**src/rtl/pe_inject_arbiter_pkg.sv**
```systemverilog
// Shared constants and helpers for the PE injection arbiter: packet header field
// extraction, a constant clog2 and the drop counter width.
package pe_inject_arbiter_pkg;

  localparam int unsigned DropCntWidth = 8;
  localparam logic [DropCntWidth-1:0] DropCntMax = '1;

  // Ceiling log2; returns at least 1 so index buses never collapse to zero width.
  function automatic int unsigned clog2(input int unsigned value);
    int unsigned result;
    result = 1;
    for (int unsigned i = 1; i < 32; i++) begin
      if ((32'd1 << i) < value) begin
        result = i + 1;
      end
    end
    return result;
  endfunction

  function automatic int unsigned hdr_width(input int unsigned x_size, input int unsigned y_size);
    return x_size + y_size;
  endfunction

  function automatic int unsigned dest_x_lsb();
    return 0;
  endfunction

  function automatic int unsigned dest_y_lsb(input int unsigned x_size);
    return x_size;
  endfunction

  function automatic logic [31:0] field_get(input logic [63:0]   hdr,
                                            input int unsigned   lsb,
                                            input int unsigned   width);
    logic [63:0] mask;
    mask = (64'd1 << width) - 64'd1;
    return 32'((hdr >> lsb) & mask);
  endfunction

endpackage

```
**src/rtl/pe_inject_arbiter_rr_arbiter.sv**
```systemverilog
// N-way round-robin arbiter: one-hot grant plus encoded index, with the priority
// pointer moving just past the winner whenever the caller reports an accept.
module pe_inject_arbiter_rr_arbiter #(
  parameter int unsigned N    = 4,
  parameter int unsigned IdxW = 2
) (
  input  logic            clk_i,
  input  logic            rst_i,
  input  logic [N-1:0]    req_i,
  input  logic            accept_i,
  output logic [N-1:0]    gnt_o,
  output logic [IdxW-1:0] gnt_idx_o,
  output logic            gnt_valid_o
);

  localparam logic [IdxW:0]   NumReq  = (IdxW + 1)'(N);
  localparam logic [IdxW-1:0] LastIdx = IdxW'(N - 1);

  logic [IdxW-1:0] ptr_q, ptr_d;
  logic [IdxW:0]   cand;
  logic            found;

  // Scan from the pointer upward with wrap; first asserted request wins.
  always_comb begin
    gnt_o       = '0;
    gnt_idx_o   = '0;
    gnt_valid_o = 1'b0;
    found       = 1'b0;
    cand        = '0;
    for (int unsigned off = 0; off < N; off++) begin
      cand = {1'b0, ptr_q} + (IdxW + 1)'(off);
      if (cand >= NumReq) begin
        cand = cand - NumReq;
      end
      if (!found && req_i[cand[IdxW-1:0]]) begin
        found                     = 1'b1;
        gnt_idx_o                 = cand[IdxW-1:0];
        gnt_o[cand[IdxW-1:0]]     = 1'b1;
        gnt_valid_o               = 1'b1;
      end
    end
  end

  always_comb begin
    ptr_d = ptr_q;
    if (accept_i && gnt_valid_o) begin
      ptr_d = (gnt_idx_o == LastIdx) ? '0 : gnt_idx_o + IdxW'(1);
    end
  end

  always_ff @(posedge clk_i or posedge rst_i) begin
    if (rst_i) begin
      ptr_q <= '0;
    end else begin
      ptr_q <= ptr_d;
    end
  end

endmodule

```
**src/rtl/pe_inject_arbiter.sv**
```systemverilog
// Shares a mesh tile's PE injection port among N_REQ local requesters through a
// round-robin arbiter and a 2-entry output FIFO; out-of-mesh packets are dropped.
module pe_inject_arbiter
  import pe_inject_arbiter_pkg::*;
#(
  parameter int unsigned N_REQ       = 4,
  parameter int unsigned X           = 2,
  parameter int unsigned Y           = 2,
  parameter int unsigned data_width  = 32,
  parameter int unsigned x_size      = 1,
  parameter int unsigned y_size      = 1,
  parameter int unsigned total_width = x_size + y_size + data_width,
  parameter int unsigned STALL_LIMIT = 64
) (
  input  logic                         clk,
  input  logic                         rst,
  input  logic [N_REQ-1:0]             req_valid,
  input  logic [N_REQ*total_width-1:0] req_data,
  output logic [N_REQ-1:0]             req_ready,
  output logic                         o_valid_pe,
  output logic [total_width-1:0]       o_data_pe,
  input  logic                         i_ready_pe,
  output logic [clog2(N_REQ)-1:0]      grant_id,
  output logic [DropCntWidth-1:0]      drop_cnt,
  output logic                         stall
);

  localparam int unsigned IdxW   = clog2(N_REQ);
  localparam int unsigned HdrW   = hdr_width(x_size, y_size);
  localparam int unsigned StallW = clog2(STALL_LIMIT + 1);
  localparam logic [StallW-1:0] StallMax = StallW'(STALL_LIMIT);

  logic [N_REQ-1:0]       gnt;
  logic [IdxW-1:0]        gnt_idx;
  logic                   gnt_valid;
  logic [total_width-1:0] win_pkt;
  logic [63:0]            win_hdr;
  logic [31:0]            dest_x, dest_y;
  logic                   win_oor;
  logic                   accept, push, pop;

  logic [total_width-1:0] mem_q [2];
  logic                   rd_ptr_q, rd_ptr_d;
  logic                   wr_ptr;
  logic [1:0]             count_q, count_d;
  logic [DropCntWidth-1:0] drop_q, drop_d;
  logic [StallW-1:0]      stall_cnt_q, stall_cnt_d;

  pe_inject_arbiter_rr_arbiter #(
    .N    (N_REQ),
    .IdxW (IdxW)
  ) u_rr_arbiter (
    .clk_i       (clk),
    .rst_i       (rst),
    .req_i       (req_valid),
    .accept_i    (accept),
    .gnt_o       (gnt),
    .gnt_idx_o   (gnt_idx),
    .gnt_valid_o (gnt_valid)
  );

  always_comb begin
    win_pkt = '0;
    for (int unsigned i = 0; i < N_REQ; i++) begin
      if (gnt[i]) begin
        win_pkt = req_data[i*total_width +: total_width];
      end
    end
  end

  assign win_hdr = 64'(win_pkt[HdrW-1:0]);
  assign dest_x  = field_get(win_hdr, dest_x_lsb(), x_size);
  assign dest_y  = field_get(win_hdr, dest_y_lsb(x_size), y_size);
  assign win_oor = (dest_x >= X) || (dest_y >= Y);

  // Drops bypass the FIFO, so they are accepted even when it is full. Nothing here
  // looks at i_ready_pe, keeping the switch off the requester ready path.
  assign accept    = gnt_valid && ((count_q != 2'd2) || win_oor);
  assign push      = accept && !win_oor;
  assign pop       = o_valid_pe && i_ready_pe;
  assign req_ready = accept ? gnt : '0;
  assign grant_id  = gnt_idx;

  assign wr_ptr   = rd_ptr_q ^ count_q[0];
  assign rd_ptr_d = rd_ptr_q ^ pop;

  always_comb begin
    count_d = count_q;
    case ({push, pop})
      2'b10:   count_d = count_q + 2'd1;
      2'b01:   count_d = count_q - 2'd1;
      default: count_d = count_q;
    endcase
  end

  always_comb begin
    drop_d = drop_q;
    if (accept && win_oor && (drop_q != DropCntMax)) begin
      drop_d = drop_q + DropCntWidth'(1);
    end
  end

  always_comb begin
    stall_cnt_d = stall_cnt_q;
    if (!o_valid_pe || pop) begin
      stall_cnt_d = '0;
    end else if (stall_cnt_q != StallMax) begin
      stall_cnt_d = stall_cnt_q + StallW'(1);
    end
  end

  always_ff @(posedge clk or posedge rst) begin
    if (rst) begin
      mem_q[0]    <= '0;
      mem_q[1]    <= '0;
      rd_ptr_q    <= 1'b0;
      count_q     <= '0;
      drop_q      <= '0;
      stall_cnt_q <= '0;
    end else begin
      if (push) begin
        mem_q[wr_ptr] <= win_pkt;
      end
      rd_ptr_q    <= rd_ptr_d;
      count_q     <= count_d;
      drop_q      <= drop_d;
      stall_cnt_q <= stall_cnt_d;
    end
  end

  // Empty FIFO presents zero data so an idle port looks exactly like reset.
  assign o_valid_pe = (count_q != 2'd0);
  assign o_data_pe  = o_valid_pe ? mem_q[rd_ptr_q] : '0;
  assign drop_cnt   = drop_q;
  assign stall      = (stall_cnt_q == StallMax);

endmodule

```
**config.mk**
```make
export PLATFORM = sky130hd
export DESIGN_NAME = pe_inject_arbiter
export DESIGN_NICKNAME = d
export VERILOG_FILES = /design/src/rtl/pe_inject_arbiter_pkg.sv /design/src/rtl/pe_inject_arbiter_rr_arbiter.sv /design/src/rtl/pe_inject_arbiter.sv
export SDC_FILE = /design/constraint.sdc
export NUM_CORES = 1
export LEC_CHECK = 0
export ABC_AREA = 0
export CORE_MARGIN = 2
export CORE_UTILIZATION = 54
export DETAILED_ROUTE_END_ITERATION = 10
export GPL_TIMING_DRIVEN = 1
export PLACE_DENSITY = 0.88
export SLEW_MARGIN = 10
export SYNTH_ARGS = -nofsm -noshare
export SYNTH_HDL_FRONTEND = slang
export SYNTH_SLANG_ARGS = --single-unit
```
**constraint.sdc**
```tcl
create_clock -name clk -period 7.02 [get_ports clk]
set_input_delay 1.404 -clock clk [delete_from_list [all_inputs] [get_ports clk]]
set_output_delay 1.404 -clock clk [all_outputs]
set_load 0.01 [all_outputs]
```
==> results of run 1 <==
flip-flops by register name, indices dropped and copies added, names as in the netlist, named ones only:
| name | cells |
|---|---|
| mem_q | 68 |
| stall_cnt_q | 7 |
| count_q | 2 |
| rd_ptr_q | 1 |
| u_rr_arbiter.ptr_q | 1 |
per-layer routing:
| metal | global-route usage, % | vias to the layer above | part of all wire (%) |
|---|---|---|---|
| li1 | - | 3830 | - |
| met1 | 44.9 | 3968 | 38 |
| met2 | 57.0 | 671 | 47 |
| met3 | 6.08 | 115 | 11 |
| met4 | 17.1 | 0 | 4.3 |
| met5 | 0 | - | 0 |
metrics by stage:
step | worst slack, ns | cell area [µm²] | power [µW] | hold WS (ns) | instances
2_1_floorplan | 2.20 | 7310 | 3480 | 0.485 | 967
3_3_place_gp | 1.05 | 9100 | 4520 | 0.525 | 1235
3_5_place_dp | 1.01 | 9100 | 4600 | 0.532 | 1235
4_1_cts | 0.975 | 9430 | 5140 | 0.543 | 1251
5_1_grt | 0.785 | 9430 | 5570 | 0.581 | 1251
6_report | 0.882 | 9430 | 5240 | 0.542 | 1251
tightest hold or removal path: cells and delay by family, from the launching register on:
family	cells	cell delay, ns
simple gates	1	0.07
flops	1	0.37
xor+xnor	1	0.07
worst max path at each step:
| stage | startpoint | endpoint |
|---|---|---|
| 2_1_floorplan | req_valid[2] | req_ready[2] |
| 3_3_place_gp | req_valid[0] | req_ready[1] |
| 3_5_place_dp | req_valid[0] | req_ready[1] |
| 4_1_cts | req_valid[0] | req_ready[1] |
| 5_1_grt | req_valid[0] | req_ready[1] |
| 6_report | req_valid[0] | req_ready[1] |
power by group through the flow:
stage                     registers (µW)  clock network [µW]  logic (µW)
final                                892                 522        3820
after global routing                 920                 536        4110
after CTS                            887                 519        3730
after detailed placement             895                   0        3710
after global placement               884                   0        3640
after floorplan                      825                   0        2660
cell type report:
type                    count  share of cell area [%]
clock buffers               9                    2.39
clock inverters             7                    1.01
inverters                  11                   0.451
multi-input cells         769                    51.8
flip-flops and latches     80                    21.3
well taps                 176                    2.34
repair buffers            199                    20.7
cell usage after synthesis (all sizes together) (4+ instances only):
cell type,n
nor2,118
a21oi,110
dfrtp,80
clkbuf,77
nand3,72
nor3,72
a211oi,69
mux2i,39
nand2,39
a21boi,35
a31oi,35
o211ai,35
o21bai,34
o221ai,34
buf,30
inv,11
ha,10
o21ai,8
xor2,6
nor3b,5
nand2b,4
xnor2,4
cell families (layout without fill, tap and decap cells):
| kind of cell | after synthesis | count (layout) | synth area share [%] |
|---|---|---|---|
| AOI/OAI and AO/OA | 371 | 371 | 35.3 |
| and+or+nand+nor | 325 | 325 | 20.5 |
| buffers and inverters | 118 | 226 | 7.08 |
| DFF | 80 | 80 | 27.5 |
| muxes | 45 | 45 | 6.75 |
| adders and majority gates | 10 | 10 | 1.72 |
| xor gates and xnor gates | 10 | 10 | 1.20 |
| other | 1 | 8 | 0.0515 |
cell usage in the layout (no fill, tap or decap), drive strengths merged, types with 2 or more instances in the layout:
master / n
a211oi: 69
a21boi: 35
a21o: 3
a21oi: 110
a31oi: 35
and2: 2
and3: 2
buf: 15
bufinv: 2
clkbuf: 9
clkdlybuf4s50: 184
clkinv: 4
conb: 8
dfrtp: 80
ha: 10
inv: 11
mux2: 3
mux2i: 39
mux4: 3
nand2: 39
nand2b: 4
nand3: 72
nor2: 118
nor2b: 2
nor3: 72
nor3b: 5
o211ai: 35
o21a: 2
o21ai: 8
o21bai: 34
o221ai: 34
or2: 3
or3b: 2
xnor2: 4
xor2: 6
==> impl_metrics.tcl, run 1 <==
set metrics [dict create \
    antenna_cells 0 \
    insertion_delay_ns 0.35 \
    root_buffer "clkbuf_16" \
    ys.flop_type "dfrtp_1" \
    cpPeakStageDelay_ns 0.85 \
    yosysSeqAreaShare_pct 27.5 \
    rsz0062_at_grt "no" \
    drive_gt1_share_pct 6.33 \
    cts_buffer_depth 2 \
    numCtsBuffers 9 \
    seqCellArea_um2 2000 \
    crit_fanout 36 \
    async_flop_share_pct 100 \
    fin_skew_ns 0.00960 \
    ys_ff_latch 80 \
    max_freq_mhz 163 \
    post_cts_buffers 0 \
    slew_headroom_pct 19.4 \
    drt.antenna.violating_nets 0 \
    yosysTopAreaCellShare_pct 27.5 \
    cts.clk_slew.worst_paths_ns 0.07 \
    r2r_cells 9 \
    grt_pass1_vias 8101 \
    fin_nets 1223 \
    min_path_type "reg -> reg" \
    power_switching_uw 2740 \
    setup_violations 0 \
    post-route-period-util_pct 87.4 \
    status "finished, final reports clean" \
    grt_use_total_pct 35.0 \
    hold_path_startpoint "stall_cnt_q[6]" \
    drt_first_pass_iters 6 \
    final_hold_viol_count 0 \
    wirelength_um 25800 \
    syn-cell-area_um2 7280 \
    comb_power_share_pct 73.0 \
    synthCells 960 \
    critPathBufInv 2 \
    via_count 8584 \
    p_seq_share_pct 17.0 \
    drv_slew 0 \
    initial_core_util_pct 55.2 \
    final.setup.tns_ns 0 \
    grt_pass1_wl_um 40700 \
    p_clk_share_pct 10.0 \
    p_sw_share_pct 52.3 \
    io_buffers 184 \
    r2r_slack_ns 2.42 \
    cp_common_cell "clkdlybuf4s50_1" \
    postCtsHoldBufs 0 \
    rr_endpoint "mem_q[15]" \
    syn_to_final_growth_pct 29.4 \
    post_cts_resized 0 \
    worst_path_max_delay_cell "o32ai_4" \
    p_leak_uw 0.00353 \
    htreeDepth 3 \
    ys_warn_count 0 \
    max-vdd-ir-drop_mv 0.315 \
    vias_per_cell 6.86 \
    drt_iter0_drc 1143 \
    hold_path_end "stall_cnt_q[6]" \
    ios 193 \
    avgSynthCellArea_um2 7.59 \
    globalRouteOverflowTotal 0 \
    multi_input_area_um2 4880 \
    yosys-top-cells-area "dfrtp_1 (27%), a21oi_1 (7.6%), a211oi_1 (6.2%)" \
    yosysUniqueCellTypes 51 \
    synth.largest_area_cell "dfrtp_1" \
    gp_congestion 0.878 \
    synth_edf_count 0 \
    worstSetupStartpointType "input port" \
    cts_tree "built" \
    worstMarginPinSlew_ns 1.21 \
    drt-wirelength-per-cell_um 20.6 \
    path_depth 6 \
    fillers 1041 \
    dp_hpwl_um 16100 \
    coreArea_um2 13200 \
    path_cells "clkdlybuf4s50_1, or3_1, o32ai_4, o21ai_4, a21oi_1, clkdlybuf4s50_1" \
    num_rows 42 \
    end_kind "output pin" \
    drv_cap 0 \
    antenna_found_initial 0 \
    hold-path-cell-count 2 \
    critical_path_required_ns 5.62 \
    post-route-util_pct 71.5 \
    grt_max_degree 81 \
    remaining_drc_errors 0 \
    crit_family "compound AO/OA/AOI/OAI gates" \
    crit_arrival_ns 4.73 \
    worstSetupPathType "in -> out" \
    power.density_nw_per_um2 556 \
    die_area_um2 14400 \
    die_width_um 120 \
    finalCriticalPeriod_ns 6.14 \
    intPower_uw 2500 \
    die_h_um 120 \
    cts.sinks 80 \
]
Power figures use the tool's default switching activity.
==> run 2: changes to the inputs <==
Settings changed: SETUP_SLACK_MARGIN from default to 0.5.
==> results of run 2 <==
Final layout, timing and power as in run 1 (identical DEF).
==> run 3: changes to the inputs <==
Settings changed: CORE_MARGIN 2 to 4.
==> run 3 against run 2 <==
  * Wire length grew 1.4%
  * Utilization shrank 0.36 points
  * Clock skew shrank 0.0035 ns
  * Combinational power is essentially flat
  * Sequential power grew 1%
  * Flip-flop and latch count is the same
  * First-iteration DRC count shrank 10%
  * Sequential share of layout area is essentially flat
  * Die area grew 6.8%
  * Non-clock buffer count shrank 1
  * Design area shrank 0.11%
  * Largest cell class unchanged
  * Largest power group unchanged
==> impl_metrics.tcl, run 3 (synthesis results as in run 1) <==
set metrics [dict create \
    status "finished, final reports clean" \
    max-vdd-ir-drop_mv 0.390 \
    remaining_drc_errors 0 \
    fin_skew_ns 0.00614 \
    power.density_nw_per_um2 555 \
    critical_path_required_ns 5.62 \
    cts_buffer_depth 2 \
    dp_hpwl_um 16200 \
    drt-wirelength-per-cell_um 20.9 \
    post-route-period-util_pct 86.4 \
    min_path_type "reg -> reg" \
    drive_gt1_share_pct 6.24 \
    num_rows 42 \
    slew_headroom_pct 23.1 \
    dpl.cell_count 1234 \
    ios 193 \
    initial_core_util_pct 55.0 \
    wirelength_um 26200 \
    drt_first_pass_iters 5 \
    drv_cap 0 \
    setup_violations 0 \
    htreeDepth 3 \
    vias_per_cell 6.75 \
    die_area_um2 15400 \
    grt_pass1_vias 8505 \
    holdWs_ns 0.540 \
    crit_arrival_ns 4.66 \
    worstSetupPathType "in -> out" \
    largest_register_ff_count 68 \
    syn_to_final_growth_pct 29.3 \
    grt_max_degree 81 \
    cts_tree "built" \
    fin_ws_ns 0.953 \
    layout_common_cells "clkdlybuf4s50_1 (184), nor2_1 (114), a21oi_1 (110)" \
    insertion_delay_ns 0.34 \
    io_buffers 184 \
    max_freq_mhz 165 \
    cts.sinks 80 \
    drt_iter0_drc 1023 \
    post-place-ws_ns 0.968 \
    coreArea_um2 13200 \
    postCtsHoldBufs 0 \
    cts.clk_slew.worst_paths_ns 0.07 \
    p_leak_uw 0.00352 \
    reg_top3 "mem_q x68, stall_cnt_q x7, count_q x2" \
    via_count 8440 \
    end_kind "output pin" \
    final_cell_count_no_fill 1251 \
    final_hold_viol_count 0 \
    globalRouteOverflowTotal 0 \
    grt_pass1_wl_um 41100 \
    mostFrequentLayoutCell "clkdlybuf4s50_1" \
    post-route-util_pct 71.1 \
    numCtsBuffers 9 \
    antenna_found_initial 1 \
    drt.antenna.violating_nets 0 \
    worstMarginPinSlew_ns 1.15 \
    root_buffer "clkbuf_16" \
    rsz0062_at_grt "no" \
    drv_slew 0 \
    post_cts_buffers 0 \
    die_h_um 124 \
    crit_fanout 36 \
    finalCriticalPeriod_ns 6.07 \
    post_cts_resized 0 \
    fin_nets 1222 \
    final.setup.tns_ns 0 \
    worstSetupStartpointType "input port" \
    grt_use_total_pct 33.7 \
    gp_congestion 0.901 \
    die_width_um 124 \
    top_register "mem_q" \
]
[run 3: report_power, final]
group	switching, µW	internal, µW	leakage (µW)
registers	183	720	0.000943
clock network	207	311	0.000156
logic	2340	1460	0.00242
[run 3: cell type report]
type | instances | area (µm²)
inverter | 11 | 42.5
sequential | 80 | 2000
timing repair buffer | 198 | 1950
clock buffer | 10 | 229
antenna | 1 | 2.50
fill | 1066 | 3830
clock inverter | 6 | 83.8
multi-input combinational | 769 | 4890
tap | 176 | 220
[run 3: stage by stage]
step,cell area [µm²],total power [µW]
after global placement,9100,4520
after CTS,9410,5140
after global routing,9420,5600
after floorplan,7310,3480
final,9420,5230
after detailed placement,9100,4620
[run 3: worst paths after layout]
path	startpoint	endpoint	slack, ns	cells after the start
worst max-delay path	req_valid[0]	req_ready[0]	0.95	6
worst min register to register	stall_cnt_q[6]	stall_cnt_q[6]	0.54	2
worst max register to register	flop	mem_q[57]	2.36	8
worst min-delay path	stall_cnt_q[6]	stall_cnt_q[6]	0.54	2
max in group asynchronous	rst	rd_ptr_q	4.56	3
min in group asynchronous	rst	mem_q[57]	1.70	3
[run 3: critical path, stage by stage]
cell             delay [ns]
clkdlybuf4s50_1        0.61
or3_1                  0.50
o32ai_4                0.82
o21ai_4                0.45
a21oi_1                0.31
clkdlybuf4s50_1        0.57
[run 3: routing by layer]
layer	track usage, %	part of all wire, %	up-vias
met5	0	0	-
met4	19.7	4.1	0
met3	5.77	11	110
met2	54.6	47	573
met1	42.3	38	3946
li1	-	-	3811
